--- src/rtl/sr_exc_pkg.sv ---
// Shared SR excitation codes and the target/current -> S/R excitation function.
package sr_exc_pkg;

    localparam int unsigned DEPTH_DEF = 8;
    localparam int unsigned CNT_W_DEF = 8;

    localparam logic [1:0] SR_HOLD    = 2'b00;
    localparam logic [1:0] SR_RST     = 2'b01;
    localparam logic [1:0] SR_SET     = 2'b10;
    localparam logic [1:0] SR_ILLEGAL = 2'b11;

    // Minimal-change excitation: only drive S or R when Q must move.
    function automatic logic [1:0] sr_code(input logic target, input logic current);
        if (target == current) begin
            return SR_HOLD;
        end
        return target ? SR_SET : SR_RST;
    endfunction

endpackage

--- src/rtl/sr_excitation_gen_if.sv ---
// Target-stream handshake between a producer of desired Q values and the excitation generator.
interface sr_excitation_gen_if;

    logic tgt_valid;
    logic tgt_bit;
    logic tgt_ready;

    modport master (output tgt_valid, output tgt_bit, input tgt_ready);
    modport slave  (input tgt_valid, input tgt_bit, output tgt_ready);

endinterface

--- src/rtl/sr_exc_fifo.sv ---
// DEPTH x 1-bit target FIFO, falling-edge clocked, asynchronous active-high clear.
module sr_exc_fifo
    import sr_exc_pkg::*;
#(
    parameter int unsigned DEPTH = DEPTH_DEF
) (
    input  logic                         clk,
    input  logic                         clear,
    input  logic                         push,
    input  logic                         din,
    input  logic                         pop,
    output logic                         dout,
    output logic [$clog2(DEPTH+1)-1:0]   level,
    output logic                         full,
    output logic                         empty
);

    localparam int unsigned PTR_W = $clog2(DEPTH);
    localparam int unsigned LVL_W = $clog2(DEPTH + 1);

    logic [DEPTH-1:0] mem_q,    mem_d;
    logic [PTR_W-1:0] wr_ptr_q, wr_ptr_d;
    logic [PTR_W-1:0] rd_ptr_q, rd_ptr_d;
    logic [LVL_W-1:0] level_q,  level_d;

    assign dout  = mem_q[rd_ptr_q];
    assign level = level_q;
    assign full  = (level_q == LVL_W'(DEPTH));
    assign empty = (level_q == '0);

    // Pointers wrap naturally because DEPTH is a power of two.
    always_comb begin
        mem_d    = mem_q;
        wr_ptr_d = wr_ptr_q;
        rd_ptr_d = rd_ptr_q;
        level_d  = level_q;
        if (push) begin
            mem_d[wr_ptr_q] = din;
            wr_ptr_d        = PTR_W'(wr_ptr_q + 1'b1);
        end
        if (pop) begin
            rd_ptr_d = PTR_W'(rd_ptr_q + 1'b1);
        end
        case ({push, pop})
            2'b10:   level_d = LVL_W'(level_q + 1'b1);
            2'b01:   level_d = LVL_W'(level_q - 1'b1);
            default: level_d = level_q;
        endcase
    end

    always_ff @(negedge clk or posedge clear) begin
        if (clear) begin
            mem_q    <= '0;
            wr_ptr_q <= '0;
            rd_ptr_q <= '0;
            level_q  <= '0;
        end else begin
            mem_q    <= mem_d;
            wr_ptr_q <= wr_ptr_d;
            rd_ptr_q <= rd_ptr_d;
            level_q  <= level_d;
        end
    end

endmodule

--- src/rtl/sr_excitation_gen.sv ---
// SR flip-flop drive side: buffers desired Q values and emits legal S/R codes on falling edges.
// Optional Q-feedback checker enabled by defining SR_EXC_CHECK_EN.
module sr_excitation_gen
    import sr_exc_pkg::*;
#(
    parameter int unsigned DEPTH = DEPTH_DEF,
    parameter int unsigned CNT_W = CNT_W_DEF
) (
    input  logic                       clk,
    input  logic                       clear,
    sr_excitation_gen_if.slave         tgt,
    input  logic                       drive_en,
    output logic                       S,
    output logic                       R,
    output logic                       exc_valid,
    output logic                       shadow_q,
    output logic [$clog2(DEPTH+1)-1:0] level,
    input  logic                       q_fb,
    output logic                       err,
    output logic [CNT_W-1:0]           err_cnt
);

    logic       full, empty, fifo_dout;
    logic       push_c, pop_c;
    logic [1:0] sr_q, sr_d;
    logic       exc_valid_q, exc_valid_d;
    logic       shadow_d;

    assign tgt.tgt_ready = !full;
    assign push_c        = tgt.tgt_valid && !full;
    assign pop_c         = drive_en && !empty;

    sr_exc_fifo #(.DEPTH(DEPTH)) u_fifo (
        .clk   (clk),
        .clear (clear),
        .push  (push_c),
        .din   (tgt.tgt_bit),
        .pop   (pop_c),
        .dout  (fifo_dout),
        .level (level),
        .full  (full),
        .empty (empty)
    );

    always_comb begin
        sr_d        = SR_HOLD;
        exc_valid_d = 1'b0;
        shadow_d    = shadow_q;
        if (pop_c) begin
            sr_d        = sr_code(fifo_dout, shadow_q);
            exc_valid_d = 1'b1;
            shadow_d    = fifo_dout;
        end
        // Structural guard: the forbidden code can never reach the flop.
        if (sr_d == SR_ILLEGAL) begin
            sr_d = SR_HOLD;
        end
    end

    always_ff @(negedge clk or posedge clear) begin
        if (clear) begin
            sr_q        <= SR_HOLD;
            exc_valid_q <= 1'b0;
            shadow_q    <= 1'b0;
        end else begin
            sr_q        <= sr_d;
            exc_valid_q <= exc_valid_d;
            shadow_q    <= shadow_d;
        end
    end

    assign S         = sr_q[1];
    assign R         = sr_q[0];
    assign exc_valid = exc_valid_q;

`ifdef SR_EXC_CHECK_EN
    logic             chk_q, chk_d;
    logic [1:0]       arm_q, arm_d;
    logic             err_q, err_d;
    logic [CNT_W-1:0] err_cnt_q, err_cnt_d;
    logic             mismatch_c;

    // chk_q lags shadow_q by one edge, lining up with when the FF's Q actually moves.
    always_comb begin
        chk_d      = shadow_q;
        arm_d      = (arm_q == 2'd2) ? arm_q : 2'(arm_q + 1'b1);
        mismatch_c = (arm_q == 2'd2) && (q_fb != chk_q);
        err_d      = err_q || mismatch_c;
        err_cnt_d  = err_cnt_q;
        if (mismatch_c && (err_cnt_q != {CNT_W{1'b1}})) begin
            err_cnt_d = CNT_W'(err_cnt_q + 1'b1);
        end
    end

    always_ff @(negedge clk or posedge clear) begin
        if (clear) begin
            chk_q     <= 1'b0;
            arm_q     <= 2'd0;
            err_q     <= 1'b0;
            err_cnt_q <= '0;
        end else begin
            chk_q     <= chk_d;
            arm_q     <= arm_d;
            err_q     <= err_d;
            err_cnt_q <= err_cnt_d;
        end
    end

    assign err     = err_q;
    assign err_cnt = err_cnt_q;
`else
    logic unused_q_fb;
    assign unused_q_fb = q_fb;
    assign err         = 1'b0;
    assign err_cnt     = '0;
`endif

endmodule

--- src/flat_wrapper.sv ---
// flat-port wrapper written by rule: the top's interface ports become plain ports
module sr_excitation_gen_flat import sr_exc_pkg::*;
#(
    parameter int unsigned DEPTH = DEPTH_DEF,
    parameter int unsigned CNT_W = CNT_W_DEF
)
  (clk, clear, drive_en, S, R, exc_valid, shadow_q, level, q_fb, err, err_cnt, tgt_tgt_valid, tgt_tgt_bit, tgt_tgt_ready);
  sr_excitation_gen_if tgt_i ();
  input  logic clk;
  input  logic clear;
  input  logic drive_en;
  output logic S;
  output logic R;
  output logic exc_valid;
  output logic shadow_q;
  output logic [$clog2(DEPTH+1)-1:0] level;
  input  logic q_fb;
  output logic err;
  output logic [CNT_W-1:0] err_cnt;
  input wire logic [$bits(tgt_i.tgt_valid)-1:0] tgt_tgt_valid;
  input wire logic [$bits(tgt_i.tgt_bit)-1:0] tgt_tgt_bit;
  output wire logic [$bits(tgt_i.tgt_ready)-1:0] tgt_tgt_ready;
  assign tgt_i.tgt_valid = tgt_tgt_valid;
  assign tgt_i.tgt_bit = tgt_tgt_bit;
  assign tgt_tgt_ready = tgt_i.tgt_ready;
  sr_excitation_gen #(.DEPTH(DEPTH), .CNT_W(CNT_W)) u_core (.clk(clk), .clear(clear), .tgt(tgt_i), .drive_en(drive_en), .S(S), .R(R), .exc_valid(exc_valid), .shadow_q(shadow_q), .level(level), .q_fb(q_fb), .err(err), .err_cnt(err_cnt));
endmodule
--- config.mk ---
export PLATFORM = sky130hd
export DESIGN_NAME = sr_excitation_gen_flat
export DESIGN_NICKNAME = d
export VERILOG_FILES = /design/src/rtl/sr_exc_pkg.sv /design/src/rtl/sr_excitation_gen_if.sv /design/src/rtl/sr_exc_fifo.sv /design/src/rtl/sr_excitation_gen.sv /design/src/flat_wrapper.sv
export SDC_FILE = /design/constraint.sdc
export NUM_CORES = 1
export LEC_CHECK = 0
export CORE_AREA = 4 4 46 64
export CTS_BUF_LIST = sky130_fd_sc_hd__clkbuf_2
export CTS_CLUSTER_SIZE = 25
export DETAILED_ROUTE_END_ITERATION = 12
export DIE_AREA = 0 0 50 68
export GPL_ROUTABILITY_DRIVEN = 0
export PLACE_DENSITY = 0.83
export SYNTH_ARGS = -nofsm -noshare
export SYNTH_HDL_FRONTEND = slang
export SYNTH_SLANG_ARGS = --single-unit
export TNS_END_PERCENT = 20
--- constraint.sdc ---
create_clock -name clk -period 3.2 [get_ports clk]
set_input_delay 0.64 -clock clk [delete_from_list [all_inputs] [get_ports clk]]
set_output_delay 0.64 -clock clk [all_outputs]
set_load 0.005 [all_outputs]
==> run_results.csv <==
group,metric,value,unit
status,outcome,"complete, but fails checks",
status,failed_checks,"setup timing",
floorplanning,die-area,3400,um2
timing,slew_headroom,65.8,%
power,p_leak,0.740,nW
timing,drv_slew,0,
routing,wl_per_cell,14.7,um
setup_path,crit_fanout,2,
synth,syn_avg_cell_area,11.7,um2
clock_network,cts.sinks,22,
global_routing,grt_overflow,0,
setup_path,worstRegToRegCells,13,
synth,yosysWarningCount,0,
setup_path,slowest_delay,0.55,ns
routing,detail-route-antenna-nets,0,
setup_path,crit_type,"flip-flop to output port",
setup_path,worstSetupEndpointType,"output port",
setup_path,r2r_end,"u_core.u_fifo.level[2]",
timing,skew,0.00686,ns
synth,synth.largest_area_cell,"dfrtn_1",
clock_network,clkTransAtPathRegs,0.14,ns
routing,vias,835,
global_routing,grt_max_degree,23,
setup_path,r2r_slack,0.67,ns
clock_network,cts_buffers,3,
global_routing,grt_pass1_vias,862,
setup_path,worstPathRequired,2.56,ns
power,ir_drop,554,uV
flow_run,maxCapViolations,0,
min_path,whs_endpoint,"u_core.u_fifo.rd_ptr_q[2]",
synth,synth-seq-cells,22,
synth,synth_cell_types,34,
clock_network,clock_path_buffers,2,
final_layout,final_area,1610,um2
timing,timing.hold.ws,0.453,ns
power,powerDensity,916,nW/um2
routing,route.detailed.drc,0,
timing,worst_slack,-0.392,ns
synth,synth.top_cell.area_share,45.8,%
final_layout,area_delta_synth_final,33.5,%
floorplanning,io-pin-count,24,
synth,async_flop_share,100,%
synth,synth-main-ff-cell,"dfrtn_1",
routing,firstDrtPassIters,4,
synth,synth_cells,103,
clock_network,cts_tree,"yes",
setup_path,startpoint_type,"flip-flop",
setup_path,worstReg2RegStart,"u_core.u_fifo.level[2]",
placed_design,placed_cells,157,
placed_design,port_buffers,13,
timing,setup_viol,11,
synth,synth_seq_area_share,45.8,%
placed_design,place_ws,-0.854,ns
setup_path,arrival,2.95,ns
setup_path,cp_cell_sequence,"or4b_4, buf_6",
final_layout,instances_no_fill,170,
placed_design,hpwl,1.74,mm
placed_design,dpl_cell_area,1430,um2
min_path,hold_depth,1,
timing,finalSetupTns,-1.51,ns
clock_network,ctsHoldBuffers,0,
min_path,min-delay-start,"u_core.u_fifo.rd_ptr_q[2]",
floorplanning,fp.dieW,50,um
timing,grt_setup_unrepaired,"yes",
routing,drt_iter0_markers,16,
setup_path,critPathSlowestCell,"or4b_4",
floorplanning,die_h,68,um
clock_network,htreeDepth,1,
final_layout,diodes,0,
global_routing,grt_usage,15.8,%
floorplanning,rows,21,
min_path,hold_class,"flip-flop to flip-flop",
final_layout,nets,148,
clock_network,root_buffer,"clkbuf_2",
timing,hold_violations,0,
global_routing,grt_pass1_wl,4.04,mm
floorplanning,start_util,50.3,%
timing,tightest_slew,0.513,ns
synth,synth_edf_count,0,
synth,synth.area.top_cells,"dfrtn_1 46%, buf_4 7.5%, ha_1 5.2%, mux2_2 4.7%, xnor2_1 4.4%",
floorplanning,core_area,2390,um2
synth,syn_area,1200,um2
global_routing,antenna_found_initial,0,
final_layout,drive_above_1_share,40.4,%
routing,totalWireLength,2.50,mm
clock_network,clkLatencyLatePin,0.29,ns
routing,vias_per_cell,4.91,
-- critical path, delay by kind of cell, from the launching register on --
kind | cells | cell delay (ns)
AND/OR/NAND/NOR | 1 | 0.55
flip-flops | 1 | 0.38
buffers and inverters | 1 | 0.13
-- cell usage in the layout (no fill, tap or decap), drive strengths merged, types with 2 or more instances in the layout --
master / synthesis / final
nand4b: 2 / 2
clkbuf: 1 / 3
nor4b: 2 / 2
inv: 2 / 2
xor2: 3 / 3
mux2: 9 / 9
conb: 1 / 9
clkdlybuf4s15: 0 / 5
nor3: 2 / 2
buf: 13 / 27
clkinv: 1 / 2
ha: 5 / 5
clkdlybuf4s50: 0 / 2
dfrtn: 22 / 22
xnor2: 6 / 6
o21ai: 3 / 3
nor2: 3 / 3
nand2: 11 / 11
mux2i: 4 / 4
-- cells by family (layout without fill, tap and decap cells) --
group,Yosys count,count (layout),share of synthesized area (%)
simple gates,29,29,15.2
flops,22,22,45.8
buf+inv,17,42,10.1
xor+xnor,9,9,6.56
compound gates,6,6,2.91
other cells,1,9,0.312
fa+ha+maj,5,5,5.20
mux,14,14,13.9
-- metal layers --
metal	track usage (%)	vias up	share of wire (%)
met3	2.18	4	2.0
met5	0	-	0
met1	16.9	422	40
met4	7.27	0	1.8
li1	-	403	-
met2	30.4	6	56
-- state kept, by name (all words and copies together), names as in the netlist --
register / cells
u_core.u_fifo.rd_ptr_q: 3
u_core.u_fifo.wr_ptr_q: 3
u_core.exc_valid: 1
u_core.u_fifo.mem_q: 8
u_core.shadow_q: 1
u_core.u_fifo.level: 4
u_core.sr_q: 2
-- stage by stage --
step	util (%)	total power, W
after floorplan	-	0.000975
after global placement	59.7	0.00116
after detailed placement	59.7	0.00122
after CTS	65.1	0.00142
after global routing	67.1	0.00158
final	67.1	0.00147
-- layout make-up --
class	count	area, um2
multi-input cells	72	653
well taps	34	42.5
clock inverters	1	3.75
flip-flops and latches	22	551
repair buffers	35	317
fillers	160	786
inverters	3	23.8
clock buffers	3	15.0
-- cells in the mapped netlist (2+ instances only) --
library cell  count
o21ai_0           2
nand2_1          11
nor4b_2           2
nor2_1            3
nand4b_1          2
mux2_1            3
dfrtn_1          22
ha_1              5
xor2_1            3
mux2i_1           4
nor3_1            2
xnor2_1           6
mux2_2            5
inv_1             2
buf_4            12
-- power by group --
part	internal (W)	switching, W
clock	0.0000272	0.0000834
combinational	0.000478	0.000302
sequential	0.000423	0.000158
-- how the worst max path moves through the flow --
stage,from,to,depth (start not counted)
floorplan,tgt_tgt_valid,u_core.u_fifo.level[2],10
finish,u_core.u_fifo.level[0],tgt_tgt_ready,2
CTS,u_core.u_fifo.level[0],tgt_tgt_ready,2
detailed placement,tgt_tgt_valid,u_core.u_fifo.level[2],10
global placement,tgt_tgt_valid,u_core.u_fifo.level[2],10
global route,u_core.u_fifo.level[0],tgt_tgt_ready,2
-- what timing repair did --
action	4_1_cts	5_1_grt
endpoints found under the setup margin	21	11
gates resized for setup	43	10
pin swaps	7	9
setup buffers	7	2
Power figures use the tool's default switching activity.
